--- src/rtl/regfile_mp.sv ---
// Multi-port register file: NUM_RD combinational reads, WB/LD write ports, and a load busy scoreboard.
// Optional same-cycle write forwarding is enabled by defining REGFILE_BYPASS_EN.

module regfile_rd_port #(
  parameter int DATA_W = 32,
  parameter int ADDR_W = 5,
  parameter int DEPTH  = 2**ADDR_W
) (
  input  logic [DEPTH-1:0][DATA_W-1:0] rf,
  input  logic [DEPTH-1:0]             bsy,
  input  logic                         rst_n,
  input  logic [ADDR_W-1:0]            addr,
`ifdef REGFILE_BYPASS_EN
  input  logic                         we0,
  input  logic [ADDR_W-1:0]            wa0,
  input  logic [DATA_W-1:0]            wd0,
  input  logic                         we1,
  input  logic [ADDR_W-1:0]            wa1,
  input  logic [DATA_W-1:0]            wd1,
`endif
  output logic [DATA_W-1:0]            data,
  output logic                         busy
);
  always_comb begin
    data = rf[addr];
    busy = bsy[addr];
`ifdef REGFILE_BYPASS_EN
    // LD port is checked last so it takes priority over WB
    if (we0 && wa0 == addr) begin data = wd0; busy = 1'b0; end
    if (we1 && wa1 == addr) begin data = wd1; busy = 1'b0; end
`endif
    // forwarding must not leak through while held in reset or at r0
    if (addr == '0 || !rst_n) begin data = '0; busy = 1'b0; end
  end
endmodule

module regfile_mp #(
  parameter int DATA_W = 32,
  parameter int ADDR_W = 5,
  parameter int NUM_RD = 2
) (
  input  logic                     CLK,
  input  logic                     Reset,
  input  logic                     RegWre0,
  input  logic [ADDR_W-1:0]        WriteReg0,
  input  logic [DATA_W-1:0]        WriteData0,
  input  logic                     RegWre1,
  input  logic [ADDR_W-1:0]        WriteReg1,
  input  logic [DATA_W-1:0]        WriteData1,
  input  logic [NUM_RD*ADDR_W-1:0] ReadReg,
  output logic [NUM_RD*DATA_W-1:0] ReadData,
  input  logic                     Reserve,
  input  logic [ADDR_W-1:0]        ReserveReg,
  output logic [NUM_RD-1:0]        Busy
);
  localparam int DEPTH = 2**ADDR_W;

  logic [DEPTH-1:1][DATA_W-1:0] regs_q;
  logic [DEPTH-1:1]             busy_q;
  logic [DEPTH-1:0][DATA_W-1:0] rf;
  logic [DEPTH-1:0]             bsy;

  // r0 has no storage; it is a constant zero slot in the read view
  assign rf  = {regs_q, {DATA_W{1'b0}}};
  assign bsy = {busy_q, 1'b0};

  always_ff @(posedge CLK or negedge Reset) begin
    if (!Reset) begin
      regs_q <= '0;
      busy_q <= '0;
    end else begin
      for (int r = 1; r < DEPTH; r++) begin
        if (RegWre1 && WriteReg1 == ADDR_W'(r))      regs_q[r] <= WriteData1;
        else if (RegWre0 && WriteReg0 == ADDR_W'(r)) regs_q[r] <= WriteData0;
        // a new reserve outranks the clear from a completing write
        if (Reserve && ReserveReg == ADDR_W'(r))
          busy_q[r] <= 1'b1;
        else if ((RegWre0 && WriteReg0 == ADDR_W'(r)) || (RegWre1 && WriteReg1 == ADDR_W'(r)))
          busy_q[r] <= 1'b0;
      end
    end
  end

  for (genvar i = 0; i < NUM_RD; i++) begin : g_rd
    regfile_rd_port #(.DATA_W(DATA_W), .ADDR_W(ADDR_W), .DEPTH(DEPTH)) u_rd (
      .rf    (rf),
      .bsy   (bsy),
      .rst_n (Reset),
      .addr  (ReadReg[i*ADDR_W +: ADDR_W]),
`ifdef REGFILE_BYPASS_EN
      .we0   (RegWre0),
      .wa0   (WriteReg0),
      .wd0   (WriteData0),
      .we1   (RegWre1),
      .wa1   (WriteReg1),
      .wd1   (WriteData1),
`endif
      .data  (ReadData[i*DATA_W +: DATA_W]),
      .busy  (Busy[i])
    );
  end
endmodule

--- config.mk ---
export PLATFORM = sky130hd
export DESIGN_NAME = regfile_mp
export DESIGN_NICKNAME = d
export VERILOG_FILES = /design/src/rtl/regfile_mp.sv
export SDC_FILE = /design/constraint.sdc
export NUM_CORES = 2
export LEC_CHECK = 0
export ABC_AREA = 1
export ABC_CLOCK_PERIOD_IN_PS = 4000
export BUFFER_PORTS_ARGS = -buffer_cell sky130_fd_sc_hd__clkbuf_2
export CAP_MARGIN = 20
export CORE_MARGIN = 2
export CORE_UTILIZATION = 35
export CTS_BUF_LIST = sky130_fd_sc_hd__clkbuf_16
export CTS_CLUSTER_DIAMETER = 60
export DETAILED_ROUTE_END_ITERATION = 8
export GPL_TIMING_DRIVEN = 0
export RECOVER_POWER = 50
export SYNTH_ARGS = -nofsm -noshare
export SYNTH_HDL_FRONTEND = slang
export SYNTH_SLANG_ARGS = --single-unit
--- constraint.sdc ---
create_clock -name CLK -period 4 [get_ports CLK]
set_input_delay 0.6 -clock CLK [delete_from_list [all_inputs] [get_ports CLK]]
set_output_delay 0.6 -clock CLK [all_outputs]
set_load 0.01 [all_outputs]
==> run metrics <==
area occupied by multi-input gates 34810 um^2; highest clock rate between 0.2 and 0.25 GHz; worst slew margin relative to its limit -1.165; Reg2Reg Setup Slack 3050 ps; launch point of the worst reg-to-reg path regs_q[809]; power consumption 40.58 mW; Worst Min Path Start WriteData1[30]; Clk Tree Root Cell sky130_fd_sc_hd__clkbuf_16; post-route setup slack -202.2 ps; remaining routing DRC violations 21; RSZ-0062 raised after global routing false; largest net degree at the start of global routing 98; number of cell instances on the worst register-to-register path 2; Worst Path Class, Setup in2out; highest fanout seen on the critical path 11; number of cells traversed by the worst hold path 3; yosys synthesis warning count 0; Critical Path Slowest Stage Cell sky130_fd_sc_hd__buf_2; Worst setup EP type primary output; max incr delay on CP between 600 and 700 ps; switching power approximately 16 mW; power density over cell area 513.3 nW/um^2; CTS buffer count 156; outcome finished with violations; final-report hold violation count 0; cell family with the largest share of critical-path delay buffers and inverters; signal arrival time at the worst endpoint 3600 ps; final routed wire length divided by cell count about 40 um; final cell area excluding filler cells 79050 um^2; placed insts approximately 13000; number of top-level pins 160; vias in the first global route 81790; first-pass GRT wire length approximately 700000 um; overall overflow remaining after global route 0; Nets 11170; filler cell count ~21000; vias 88930; Most used DFF post-synth sky130_fd_sc_hd__dfrtp_1; mean area per synthesized cell between 6 and 7 um^2; Area Growth Syn to Fin 16.00%; antenna violations before repair 78; dominant combinational cell family by area after synthesis simple AND/OR/NAND/NOR gates; Cells after Synth roughly 11000; smallest hold slack 81.28 ps; path class of the lowest-slack min-delay path in2reg; share of the core filled with cells in the final layout 0.4096; all-layer global routing usage 0.5290; Final HPWL DP 419500 um; maximum clock skew at final layout 0 ps; clk_lat worst skew approximately 830 ps; final setup violating endpoints 54; transition time of the tightest slew-check pin 3247 ps; Critical Path, Cell by Cell buf_4 > buf_2 > buf_2 > nand3_1 > nand3_1 > nand3_1 > nand2_1 > nor2_1 > nor2_1 > clkbuf_2; TritonCTS clock tree done; violation count after the first detailed-routing iteration 14600; detailed-routing iteration count for the pre-antenna-repair pass 9; DP Area 73430 um^2; largest vdd supply drop 0.0004589 V; number of nets with antenna violations after routing 0; Clock H-tree levels 4; row count 161; Period minus WS final 4202 ps; area share of fa/ha/maj cells after synthesis 0; final wirelength 543200 um; internal power summed over all cells approximately 24 mW; syn nets 10770; clock net sink count 1023; post-synthesis instance area 68150 um^2; endpoint of the worst hold path regs_q[30]; Layout Cells excl Fill 13770; Gate power share 0.309; violations in the final reports design-rule violations, max-capacitance violations, max-slew violations, negative setup slack; critical path buffer and inverter count 4; final period utilization 1.051; sequential fraction of the synthesis area 0.3756; most used cell, CP sky130_fd_sc_hd__nand3_1; Total Die Area 198300 um^2; synth unique cells 26; complex-gate fraction of the synthesized area 0.1878; count of flip-flops with a built-in enable after synthesis 0; type of element launching the critical path input port; starting density of the core 0.3531; Longest Clk Path Bufs 3; pre-CTS WS -828.8 ps; total of flip-flops plus latches after synthesis 1023; Core Area 193000 um^2; area taken by flip-flops and latches roughly 26000 um^2; RR Endpoint regs_q[809]; data required time of the worst path 3400 ps; LEAKAGE 38.10 nW; port bufs 137; Setup Total Neg Slack -4238 ps; switching part of the total power 0.3970; asr flop ratio synth 1.000; die extent in y 445.3 um; number of vias per cell 6.457; simple-gate area share of the yosys netlist 0.3218; Maximum Capacitance Violations 6; power share of the sequential group 0.348; ratio of cells with drive above 1 in the final layout 0.07969; XOR/XNOR Fraction of Synth Area 0; portion of netlist area occupied by mux cells 0; Reg clk slew, reported paths roughly 60 ps; clock network power share 0.343; count of pins over their slew limit 399; chip width 445.3 um; Final Wtd Congestion 1.125
==> cells in the final DEF (no fill, tap or decap), drive strengths merged <==
cell and n:
o21ai 1999, bufinv 10, clkinv 63, clkdlybuf4s15 6, nor2 690, o22ai 368
o211ai 6, dfrtp 1023, diode 54, inv 991, dlygate4sd3 5, clkdlybuf4s18 2
nand2 2843, o221ai 45, clkinvlp 14, buf 451, o32ai 1, nand4 2
nand3 1720, a22o 5, clkbuf 947, or2 2
==> metal layers <==
layer,global-route usage,wire [um],share of wire
met5,0,308,0.00057
met2,0.7600,220700,0.41
met4,0.4634,58900,0.11
met1,0.6079,188700,0.35
met3,0.2109,74660,0.14
==> cell usage after synthesis (45+ instances only) <==
cell type / instances / share of area
sky130_fd_sc_hd__o221ai_1: 45 / 0.0058
sky130_fd_sc_hd__nor2_1: 687 / 0.038
sky130_fd_sc_hd__buf_1: 92 / 0.0051
sky130_fd_sc_hd__nand3_1: 1719 / 0.13
sky130_fd_sc_hd__o21ai_1: 200 / 0.015
sky130_fd_sc_hd__nand2_1: 2837 / 0.16
sky130_fd_sc_hd__dfrtp_1: 1023 / 0.38
sky130_fd_sc_hd__clkbuf_1: 581 / 0.032
sky130_fd_sc_hd__buf_2: 322 / 0.024
sky130_fd_sc_hd__o21ai_0: 1799 / 0.13
sky130_fd_sc_hd__inv_1: 930 / 0.051
sky130_fd_sc_hd__o22ai_1: 368 / 0.034
==> repair_timing <==
action,CTS,global route
resized for setup,118,73
pin swaps,0,2
setup buffers,0,0
endpoints found under the hold margin,60,0
setup endpoints to repair,61,42
hold buffers,9,0
==> cell type report <==
cell class	instances	area share
antenna	54	0.001709
buffer	1002	0.05646
inverter	964	0.04582
sequential	1023	0.3238
multi-input combinational	7681	0.4403
clock buffer	162	0.05128
timing repair buffer	247	0.02956
tap	2526	0.03998
clock inverter	114	0.01106
==> flip-flops by register name, indices dropped and copies added, names as in the netlist <==
register,count
busy_q,31
regs_q,992
==> worst max path at each step <==
stage | start | endpoint | slack (ps) | cells after the start
2_1_floorplan | ReadReg[0] | Busy[0] | 1630 | 11
3_3_place_gp | Reset | regs_q[953] | -25860 | 1
3_5_place_dp | ReadReg[3] | ReadData[16] | -830 | 10
4_1_cts | ReadReg[3] | ReadData[14] | 7 | 10
5_1_grt | ReadReg[0] | ReadData[30] | 8 | 12
6_report | ReadReg[6] | ReadData[32] | -200 | 10
==> cells by family (layout without fill, tap and decap cells) <==
| kind of cell | count (synthesis) | count (layout) |
|---|---|---|
| buf+inv | 1967 | 2489 |
| other cells | 0 | 54 |
| flops | 1023 | 1023 |
| simple gates | 5257 | 5257 |
| compound gates | 2424 | 2424 |
==> power by group through the flow <==
stage	clock [mW]	sequential, mW	combinational (mW)
2_1_floorplan	0	14.0	6.98
3_3_place_gp	0	14.4	11.4
3_5_place_dp	0	14.2	11.7
4_1_cts	13.8	14.1	11.8
5_1_grt	14.2	14.4	13.2
6_report	13.9	14.1	12.5
==> worst min-delay path, cell delays in order <==
cell and delay (ps):
sky130_fd_sc_hd__clkbuf_2 130, sky130_fd_sc_hd__nor2_1 110, sky130_fd_sc_hd__o21ai_1 70
Power figures use the tool's default switching activity.
